==> src/rtl/id_ex_stage_if.sv <==
// id_ex_stage_if: ID-side inputs, EX/MEM producer state and registered EX outputs of the ID/EX stage
interface id_ex_stage_if #(
    parameter int XLEN = 32,
    parameter int REG_AW = 5
);
    logic              stall;
    logic              flush;
    logic              id_valid;
    logic [XLEN-1:0]   id_pc;
    logic [XLEN-1:0]   id_rs1_data;
    logic [XLEN-1:0]   id_rs2_data;
    logic [XLEN-1:0]   id_imm;
    logic [REG_AW-1:0] id_rs1;
    logic [REG_AW-1:0] id_rs2;
    logic [REG_AW-1:0] id_rd;
    logic              id_use_rs1;
    logic              id_use_rs2;
    logic              id_a_pc;
    logic              id_b_imm;
    logic              id_reg_write;
    logic              id_mem_read;
    logic              id_mem_write;
    logic [3:0]        id_alu_op;
    logic [1:0]        id_wb_sel;
    logic              mem_valid;
    logic              mem_reg_write;
    logic [REG_AW-1:0] mem_rd;
    logic              ex_valid;
    logic [XLEN-1:0]   ex_pc;
    logic [XLEN-1:0]   ex_rs1_data;
    logic [XLEN-1:0]   ex_rs2_data;
    logic [XLEN-1:0]   ex_imm;
    logic [REG_AW-1:0] ex_rd;
    logic              ex_reg_write;
    logic              ex_mem_read;
    logic              ex_mem_write;
    logic [3:0]        ex_alu_op;
    logic [1:0]        ex_wb_sel;
    logic [1:0]        ex_a_sel;
    logic [1:0]        ex_b_sel;
    logic [1:0]        ex_st_sel;
    logic              hazard_stall;

    modport master (
        output stall, flush, id_valid, id_pc, id_rs1_data, id_rs2_data, id_imm,
               id_rs1, id_rs2, id_rd, id_use_rs1, id_use_rs2, id_a_pc, id_b_imm,
               id_reg_write, id_mem_read, id_mem_write, id_alu_op, id_wb_sel,
               mem_valid, mem_reg_write, mem_rd,
        input  ex_valid, ex_pc, ex_rs1_data, ex_rs2_data, ex_imm, ex_rd,
               ex_reg_write, ex_mem_read, ex_mem_write, ex_alu_op, ex_wb_sel,
               ex_a_sel, ex_b_sel, ex_st_sel, hazard_stall
    );

    modport slave (
        input  stall, flush, id_valid, id_pc, id_rs1_data, id_rs2_data, id_imm,
               id_rs1, id_rs2, id_rd, id_use_rs1, id_use_rs2, id_a_pc, id_b_imm,
               id_reg_write, id_mem_read, id_mem_write, id_alu_op, id_wb_sel,
               mem_valid, mem_reg_write, mem_rd,
        output ex_valid, ex_pc, ex_rs1_data, ex_rs2_data, ex_imm, ex_rd,
               ex_reg_write, ex_mem_read, ex_mem_write, ex_alu_op, ex_wb_sel,
               ex_a_sel, ex_b_sel, ex_st_sel, hazard_stall
    );
endinterface

==> src/rtl/id_ex_stage.sv <==
// id_ex_stage: ID/EX pipeline register with early operand-mux select codes and load-use bubble insertion
module id_ex_stage (
    input logic          clk,
    input logic          rst_n,
    id_ex_stage_if.slave bus
);
    logic       exm1, exm2, mwb1, mwb2, bubble;
    logic [1:0] f2, a_nx, b_nx, st_nx;

    always_comb begin
        exm1 = |bus.id_rs1 && bus.ex_valid && bus.ex_reg_write && bus.ex_rd == bus.id_rs1;
        exm2 = |bus.id_rs2 && bus.ex_valid && bus.ex_reg_write && bus.ex_rd == bus.id_rs2;
        mwb1 = |bus.id_rs1 && bus.mem_valid && bus.mem_reg_write && bus.mem_rd == bus.id_rs1;
        mwb2 = |bus.id_rs2 && bus.mem_valid && bus.mem_reg_write && bus.mem_rd == bus.id_rs2;
        f2 = exm2 ? 2'b01 : mwb2 ? 2'b10 : 2'b00;
        a_nx = bus.id_a_pc ? 2'b11 : !bus.id_use_rs1 ? 2'b00 : exm1 ? 2'b01 : mwb1 ? 2'b10 : 2'b00;
        b_nx = bus.id_b_imm ? 2'b11 : bus.id_use_rs2 ? f2 : 2'b00;
        st_nx = bus.id_use_rs2 && bus.id_mem_write ? f2 : 2'b00;
        bus.hazard_stall = bus.id_valid && bus.ex_valid && bus.ex_mem_read && |bus.ex_rd &&
                           ((bus.id_use_rs1 && bus.id_rs1 == bus.ex_rd) ||
                            (bus.id_use_rs2 && bus.id_rs2 == bus.ex_rd));
        // flush overrides a freeze; a load-use bubble only enters when the pipe is moving
        bubble = bus.flush || (!bus.stall && bus.hazard_stall);
    end

    always_ff @(posedge clk or negedge rst_n) begin
        if (!rst_n) begin
            bus.ex_valid     <= 1'b0;
            bus.ex_pc        <= '0;
            bus.ex_rs1_data  <= '0;
            bus.ex_rs2_data  <= '0;
            bus.ex_imm       <= '0;
            bus.ex_rd        <= '0;
            bus.ex_reg_write <= 1'b0;
            bus.ex_mem_read  <= 1'b0;
            bus.ex_mem_write <= 1'b0;
            bus.ex_alu_op    <= '0;
            bus.ex_wb_sel    <= '0;
            bus.ex_a_sel     <= '0;
            bus.ex_b_sel     <= '0;
            bus.ex_st_sel    <= '0;
        end else if (bubble) begin
            bus.ex_valid     <= 1'b0;
            bus.ex_reg_write <= 1'b0;
            bus.ex_mem_read  <= 1'b0;
            bus.ex_mem_write <= 1'b0;
            bus.ex_a_sel     <= '0;
            bus.ex_b_sel     <= '0;
            bus.ex_st_sel    <= '0;
        end else if (!bus.stall) begin
            bus.ex_valid     <= bus.id_valid;
            bus.ex_pc        <= bus.id_pc;
            bus.ex_rs1_data  <= bus.id_rs1_data;
            bus.ex_rs2_data  <= bus.id_rs2_data;
            bus.ex_imm       <= bus.id_imm;
            bus.ex_rd        <= bus.id_rd;
            bus.ex_reg_write <= bus.id_reg_write && bus.id_valid;
            bus.ex_mem_read  <= bus.id_mem_read && bus.id_valid;
            bus.ex_mem_write <= bus.id_mem_write && bus.id_valid;
            bus.ex_alu_op    <= bus.id_alu_op;
            bus.ex_wb_sel    <= bus.id_wb_sel;
            bus.ex_a_sel     <= a_nx;
            bus.ex_b_sel     <= b_nx;
            bus.ex_st_sel    <= st_nx;
        end
    end
endmodule

==> src/flat_wrapper.sv <==
// flat-port wrapper written by rule: the top's interface ports become plain ports
module id_ex_stage_flat 
  (clk, rst_n, bus_stall, bus_flush, bus_id_valid, bus_id_pc, bus_id_rs1_data, bus_id_rs2_data, bus_id_imm, bus_id_rs1, bus_id_rs2, bus_id_rd, bus_id_use_rs1, bus_id_use_rs2, bus_id_a_pc, bus_id_b_imm, bus_id_reg_write, bus_id_mem_read, bus_id_mem_write, bus_id_alu_op, bus_id_wb_sel, bus_mem_valid, bus_mem_reg_write, bus_mem_rd, bus_ex_valid, bus_ex_pc, bus_ex_rs1_data, bus_ex_rs2_data, bus_ex_imm, bus_ex_rd, bus_ex_reg_write, bus_ex_mem_read, bus_ex_mem_write, bus_ex_alu_op, bus_ex_wb_sel, bus_ex_a_sel, bus_ex_b_sel, bus_ex_st_sel, bus_hazard_stall);
  id_ex_stage_if bus_i ();
  input logic clk;
  input logic rst_n;
  input wire logic [$bits(bus_i.stall)-1:0] bus_stall;
  input wire logic [$bits(bus_i.flush)-1:0] bus_flush;
  input wire logic [$bits(bus_i.id_valid)-1:0] bus_id_valid;
  input wire logic [$bits(bus_i.id_pc)-1:0] bus_id_pc;
  input wire logic [$bits(bus_i.id_rs1_data)-1:0] bus_id_rs1_data;
  input wire logic [$bits(bus_i.id_rs2_data)-1:0] bus_id_rs2_data;
  input wire logic [$bits(bus_i.id_imm)-1:0] bus_id_imm;
  input wire logic [$bits(bus_i.id_rs1)-1:0] bus_id_rs1;
  input wire logic [$bits(bus_i.id_rs2)-1:0] bus_id_rs2;
  input wire logic [$bits(bus_i.id_rd)-1:0] bus_id_rd;
  input wire logic [$bits(bus_i.id_use_rs1)-1:0] bus_id_use_rs1;
  input wire logic [$bits(bus_i.id_use_rs2)-1:0] bus_id_use_rs2;
  input wire logic [$bits(bus_i.id_a_pc)-1:0] bus_id_a_pc;
  input wire logic [$bits(bus_i.id_b_imm)-1:0] bus_id_b_imm;
  input wire logic [$bits(bus_i.id_reg_write)-1:0] bus_id_reg_write;
  input wire logic [$bits(bus_i.id_mem_read)-1:0] bus_id_mem_read;
  input wire logic [$bits(bus_i.id_mem_write)-1:0] bus_id_mem_write;
  input wire logic [$bits(bus_i.id_alu_op)-1:0] bus_id_alu_op;
  input wire logic [$bits(bus_i.id_wb_sel)-1:0] bus_id_wb_sel;
  input wire logic [$bits(bus_i.mem_valid)-1:0] bus_mem_valid;
  input wire logic [$bits(bus_i.mem_reg_write)-1:0] bus_mem_reg_write;
  input wire logic [$bits(bus_i.mem_rd)-1:0] bus_mem_rd;
  output wire logic [$bits(bus_i.ex_valid)-1:0] bus_ex_valid;
  output wire logic [$bits(bus_i.ex_pc)-1:0] bus_ex_pc;
  output wire logic [$bits(bus_i.ex_rs1_data)-1:0] bus_ex_rs1_data;
  output wire logic [$bits(bus_i.ex_rs2_data)-1:0] bus_ex_rs2_data;
  output wire logic [$bits(bus_i.ex_imm)-1:0] bus_ex_imm;
  output wire logic [$bits(bus_i.ex_rd)-1:0] bus_ex_rd;
  output wire logic [$bits(bus_i.ex_reg_write)-1:0] bus_ex_reg_write;
  output wire logic [$bits(bus_i.ex_mem_read)-1:0] bus_ex_mem_read;
  output wire logic [$bits(bus_i.ex_mem_write)-1:0] bus_ex_mem_write;
  output wire logic [$bits(bus_i.ex_alu_op)-1:0] bus_ex_alu_op;
  output wire logic [$bits(bus_i.ex_wb_sel)-1:0] bus_ex_wb_sel;
  output wire logic [$bits(bus_i.ex_a_sel)-1:0] bus_ex_a_sel;
  output wire logic [$bits(bus_i.ex_b_sel)-1:0] bus_ex_b_sel;
  output wire logic [$bits(bus_i.ex_st_sel)-1:0] bus_ex_st_sel;
  output wire logic [$bits(bus_i.hazard_stall)-1:0] bus_hazard_stall;
  assign bus_i.stall = bus_stall;
  assign bus_i.flush = bus_flush;
  assign bus_i.id_valid = bus_id_valid;
  assign bus_i.id_pc = bus_id_pc;
  assign bus_i.id_rs1_data = bus_id_rs1_data;
  assign bus_i.id_rs2_data = bus_id_rs2_data;
  assign bus_i.id_imm = bus_id_imm;
  assign bus_i.id_rs1 = bus_id_rs1;
  assign bus_i.id_rs2 = bus_id_rs2;
  assign bus_i.id_rd = bus_id_rd;
  assign bus_i.id_use_rs1 = bus_id_use_rs1;
  assign bus_i.id_use_rs2 = bus_id_use_rs2;
  assign bus_i.id_a_pc = bus_id_a_pc;
  assign bus_i.id_b_imm = bus_id_b_imm;
  assign bus_i.id_reg_write = bus_id_reg_write;
  assign bus_i.id_mem_read = bus_id_mem_read;
  assign bus_i.id_mem_write = bus_id_mem_write;
  assign bus_i.id_alu_op = bus_id_alu_op;
  assign bus_i.id_wb_sel = bus_id_wb_sel;
  assign bus_i.mem_valid = bus_mem_valid;
  assign bus_i.mem_reg_write = bus_mem_reg_write;
  assign bus_i.mem_rd = bus_mem_rd;
  assign bus_ex_valid = bus_i.ex_valid;
  assign bus_ex_pc = bus_i.ex_pc;
  assign bus_ex_rs1_data = bus_i.ex_rs1_data;
  assign bus_ex_rs2_data = bus_i.ex_rs2_data;
  assign bus_ex_imm = bus_i.ex_imm;
  assign bus_ex_rd = bus_i.ex_rd;
  assign bus_ex_reg_write = bus_i.ex_reg_write;
  assign bus_ex_mem_read = bus_i.ex_mem_read;
  assign bus_ex_mem_write = bus_i.ex_mem_write;
  assign bus_ex_alu_op = bus_i.ex_alu_op;
  assign bus_ex_wb_sel = bus_i.ex_wb_sel;
  assign bus_ex_a_sel = bus_i.ex_a_sel;
  assign bus_ex_b_sel = bus_i.ex_b_sel;
  assign bus_ex_st_sel = bus_i.ex_st_sel;
  assign bus_hazard_stall = bus_i.hazard_stall;
  id_ex_stage u_core (.clk(clk), .rst_n(rst_n), .bus(bus_i));
endmodule
==> config.mk <==
export PLATFORM = sky130hd
export DESIGN_NAME = id_ex_stage_flat
export DESIGN_NICKNAME = d
export VERILOG_FILES = /design/src/rtl/id_ex_stage_if.sv /design/src/rtl/id_ex_stage.sv /design/src/flat_wrapper.sv
export SDC_FILE = /design/constraint.sdc
export NUM_CORES = 1
export LEC_CHECK = 0
export ABC_AREA = 1
export CORE_ASPECT_RATIO = 0.6
export CORE_MARGIN = 5
export CORE_UTILIZATION = 40
export CTS_CLUSTER_SIZE = 12
export DETAILED_ROUTE_END_ITERATION = 8
export PLACE_DENSITY = 0.76
export REMOVE_ABC_BUFFERS = 1
export SKIP_LAST_GASP = 1
export SLEW_MARGIN = 10
export SYNTH_ARGS = -nofsm -noshare
export SYNTH_HDL_FRONTEND = slang
export SYNTH_SLANG_ARGS = --single-unit
==> constraint.sdc <==
create_clock -name clk -period 2.3 [get_ports clk]
set_clock_uncertainty 0.15 [all_clocks]
set_input_delay 0.46 -clock clk [delete_from_list [all_inputs] [get_ports clk]]
set_output_delay 0.46 -clock clk [all_outputs]
set_load 0.01 [all_outputs]
Word-level counts from Yosys, hierarchy flattened
Cells that the tools add are included.

storage, ports and cells
  register bits = 149
  input bits = 168
  output and inout port bits = 150
  logic and storage cells = 76

operators by class
  equal/unequal tests = 7
  mux-type cells = 23
  bitwise logic cells = 2
  reductions and logical operators = 30

operator list
  cell                number
  $eq 5x5->1          6
  $mux 2              15
  $logic_and 1x1->1   23
  $reduce_or 5->1     3
  $mux 1              8
  $logic_or 1x1->1    2
  $ne 2x1->1 const B  1
  $not 1->1           2
  $reduce_and 2->1    1
  $logic_not 1->1     1

Longest topological paths before layout
  depth after elaboration = 10
  gate-level depth with buffers = 12
  mapped depth without buffers = 10

Least setup slack after synthesis
No wires, ideal clock.

  path kind = register to output
  from = register u_core.bus.ex_rd[3]
  to = output port bus_hazard_stall
  arrival = 1.310 ns
  data required time = 1.690 ns
  path slack = 0.380 ns
  cell stages (with the launch flop) = 10
  buffers on the path = 1
  cell sequence = dfrtp_1 inv_2 nand2_1 nand2_1 nor2_1 nand4_1 nand2_1 nand2_2 clkbuf_1 inv_1

on the way
  cells in the longest elaborated chain, start to end = 4
  elaborated cells on any way between the ends = 8
  those cells by class = eq/ne (2); reduce/logical (6)

RTL lines
  item                                         line                                  RTL
  start, declared                              id_ex_stage_if.sv:59                  output ex_valid, ex_pc, ex_rs1_data, ex_rs2_data, ex_imm, ex_rd,
  start signal, assigned                       id_ex_stage.sv:56                     bus.ex_rd <= bus.id_rd;
  $eq 5x5->1, on equally long branches         id_ex_stage.sv:20, id_ex_stage.sv:21
  $logic_and 1x1->1, on equally long branches  id_ex_stage.sv:20, id_ex_stage.sv:21
  $logic_or 1x1->1                             id_ex_stage.sv:20                     ((bus.id_use_rs1 && bus.id_rs1 == bus.ex_rd) ||
  $logic_and 1x1->1 (*)                        id_ex_stage.sv:19                     bus.hazard_stall = bus.id_valid && bus.ex_valid && bus.ex_mem_read && |bus.ex_rd &&
  end, declared                                flat_wrapper.sv:43                    output wire logic [$bits(bus_i.hazard_stall)-1:0] bus_hazard_stall;

Every way passes the cells marked *; elsewhere a longest branch is shown, timed or not.

Worst setup path after layout
  from = register u_core.bus.ex_rd[2]
  to = output port bus_hazard_stall

The elaborated chain is that of the path after synthesis.

==> out/results.ini <==
[placed_design]
portBuffers=317
place_inst=1254
gp_congestion=0.9445
dpl.hpwl_mm=15.56

[power]
power.total_mw=7.952
p_leak_nw=5.268
ir_worst_vdd_mv=0.5927
power.density_nw_per_um2=742.9

[clock_network]
cts_sinks=149
clock_path_buffers=2
htree_levels=4
cts_buffers=17
cts_tree=done
cts.clk_slew.worst_paths_ps=60
root_buffer=clkbuf_16
insertion_delay_ps=400

[layout]
final-instance-count-excl-fill=1298
multiInputGateArea_um2=2327
diodes=0
fin_nets=1250
area_growth_pct=68.60
fill_cells=1231
final_common_cell=nand2_1
drive_gt1_share_pct=9.589
final_cell_mix=nand2_1 (327), clkdlybuf4s50_1 (306), nand3_1 (149), dfrtp_1 (147), buf_4 (37)
ff_latch_area_um2=3731
fin_util_pct=69.24

[logic_synthesis]
synth_area_um2=6349
syn_avg_cell_area_um2=8.533
async_flop_share_pct=100.0
synth_ff_type=dfrtp_1
synthAdderAreaFrac_pct=0
synthMuxAreaShare_pct=0
synth_edf_count=0
seq_area_frac_synth_pct=58.73
ys_types=20
synth_top_family_by_area=simple AND/OR/NAND/NOR gates
synth_compound_gate_area_share_pct=0.5124
synth.ff_latch_count=149
yosys.area_share.simple_pct=33.78
synthCells=744
synth_xor_area_share_pct=1.380
synth_warnings=0

[floorplanning]
start_util_pct=41.07
core_um2=15460
io_pins=318
die_h_um=107.6
placementRows=35
dieArea_um2=18570
die-width_um=172.6

[timing]
finalMaxSlewViolations=0
min_period_ps=2237
hold_ws_ps=318.3
max_slew_margin_pct=63.77
fin_crit_sh_pct=97.25
tightest_slew_ps=543.5
hold_viol=0
final-setup-viol-count=0
grt_setup_unrepaired=true
fmax_mhz=447.1

[global_route]
grt_pass1_wl_mm=34.11
grt_overflow=0
antenna_found_initial=0
grt_pass1_vias=6339
grt_max_degree=76
track_usage_pct=22.89

[route]
drt_iter0_markers=537
drc_errors=0
drt-wirelength-per-cell_um=16.66
ant_nets=0
drtPass1Iterations=5
via_per_inst=4.833
wirelength_mm=21.63
num_vias=6273

[job]
maxCapViolCount=0

[critical_path]
startpoint_type=flop
cp-end-kind=output pin
arrival_ps=1630
path_class=reg -> out
cp_max_fo=4
required_ps=1690

[outcome]
status=finished, final reports clean

[min_path]
holdCritPathClass=reg -> reg

[where the power goes]
part	internal, mW	switching (mW)
registers	2.93	0.185
clock network	1.89	1.13
logic	1.03	0.771
[cell families (layout without fill, tap and decap cells)]
kind of cell | count (synthesis) | count (layout)
buf+inv | 67 | 418
xor+xnor | 10 | 10
simple gates | 512 | 512
flops | 149 | 149
compound gates | 6 | 6
[metal layers]
layer  GRT usage [%]  vias to the layer above  share of wire [%]
met4           4.240                        0               0.81
met1           28.97                     2958                 42
met3           9.126                       16                9.4
li1                -                     3050                  -
met5               0                        -                  0
met2           37.71                      249                 47
[final cells by class]
type,instances,share of cell area (%)
well taps,203,2.373
repair buffers,366,34.31
flip-flops and latches,149,34.86
clock inverters,13,1.788
clock buffers,19,4.231
inverters,20,0.7013
multi-input cells,528,21.74
[what timing repair did]
action,in CTS,in global routing
hold endpoints to repair,42,0
gates resized for setup,16,22
hold buffers,1,0
pin swaps,3,14
setup buffers,6,6
endpoints found under the setup margin,73,56
[critical path, stage by stage, from the launching register on]
cell     delay (ps)
dfrtp_1         420
buf_4           150
nand2_1          50
nand2_1          60
nor2_2          130
nand4_1         120
nand2_2         100
nand2_4          50
inv_2            50
buf_6            90
[final timing paths]
path,endpoint,slack (ps),startpoint,cells past startpoint
max in group asynchronous,u_core.bus.ex_b_sel[1]$_DFFE_PN0P_,950,rst_n,3
setup / recovery,bus_hazard_stall,60,u_core.bus.ex_rd[2]$_DFFE_PN0P_,9
min in group asynchronous,u_core.bus.ex_rs1_data[11]$_DFFE_PN0P_,420,rst_n,2
hold / removal,u_core.bus.ex_rs1_data[28]$_DFFE_PN0P_,320,u_core.bus.ex_rs1_data[28]$_DFFE_PN0P_,2
hold reg to reg,u_core.bus.ex_rs1_data[28]$_DFFE_PN0P_,320,u_core.bus.ex_rs1_data[28]$_DFFE_PN0P_,2
setup reg to reg,u_core.bus.ex_b_sel[0]$_DFFE_PN0P_,110,u_core.bus.ex_rd[2]$_DFFE_PN0P_,14
[flip-flops by register name, indices dropped and copies added (netlist names)]
register	flops
u_core.bus.ex_rd	5
u_core.bus.ex_a_sel	2
u_core.bus.ex_st_sel	2
u_core.bus.ex_rs1_data	32
u_core.bus.ex_valid	1
u_core.bus.ex_alu_op	4
u_core.bus.ex_rs2_data	32
u_core.bus.ex_reg_write	1
u_core.bus.ex_imm	32
u_core.bus.ex_wb_sel	2
u_core.bus.ex_pc	32
u_core.bus.ex_mem_write	1
u_core.bus.ex_mem_read	1
u_core.bus.ex_b_sel	2
[synthesized netlist by cell type, types with 2 or more instances]
master | n | area [µm²]
nand3_1 | 149 | 745.7
clkbuf_1 | 17 | 63.81
buf_1 | 2 | 7.510
dfrtp_1 | 149 | 3729
xor2_1 | 3 | 26.28
nand4_1 | 10 | 62.56
buf_2 | 17 | 85.08
inv_1 | 19 | 71.32
nand2_2 | 2 | 12.51
nand2_1 | 331 | 1242
o21ai_0 | 4 | 20.02
xnor2_1 | 7 | 61.31
nor2_1 | 17 | 63.81
buf_6 | 11 | 123.9
[per-stage QoR]
step	TNS, ps	instance area, µm²	worst slack (ps)
floorplan	-887650	6068	-6268
global placement	-49390	9905	-506.1
detailed placement	-55520	9905	-553.1
CTS	-51.93	10610	-51.93
global route	-28.89	10700	-28.89
finish	0	10700	63.18
Power figures use the tool's default switching activity.
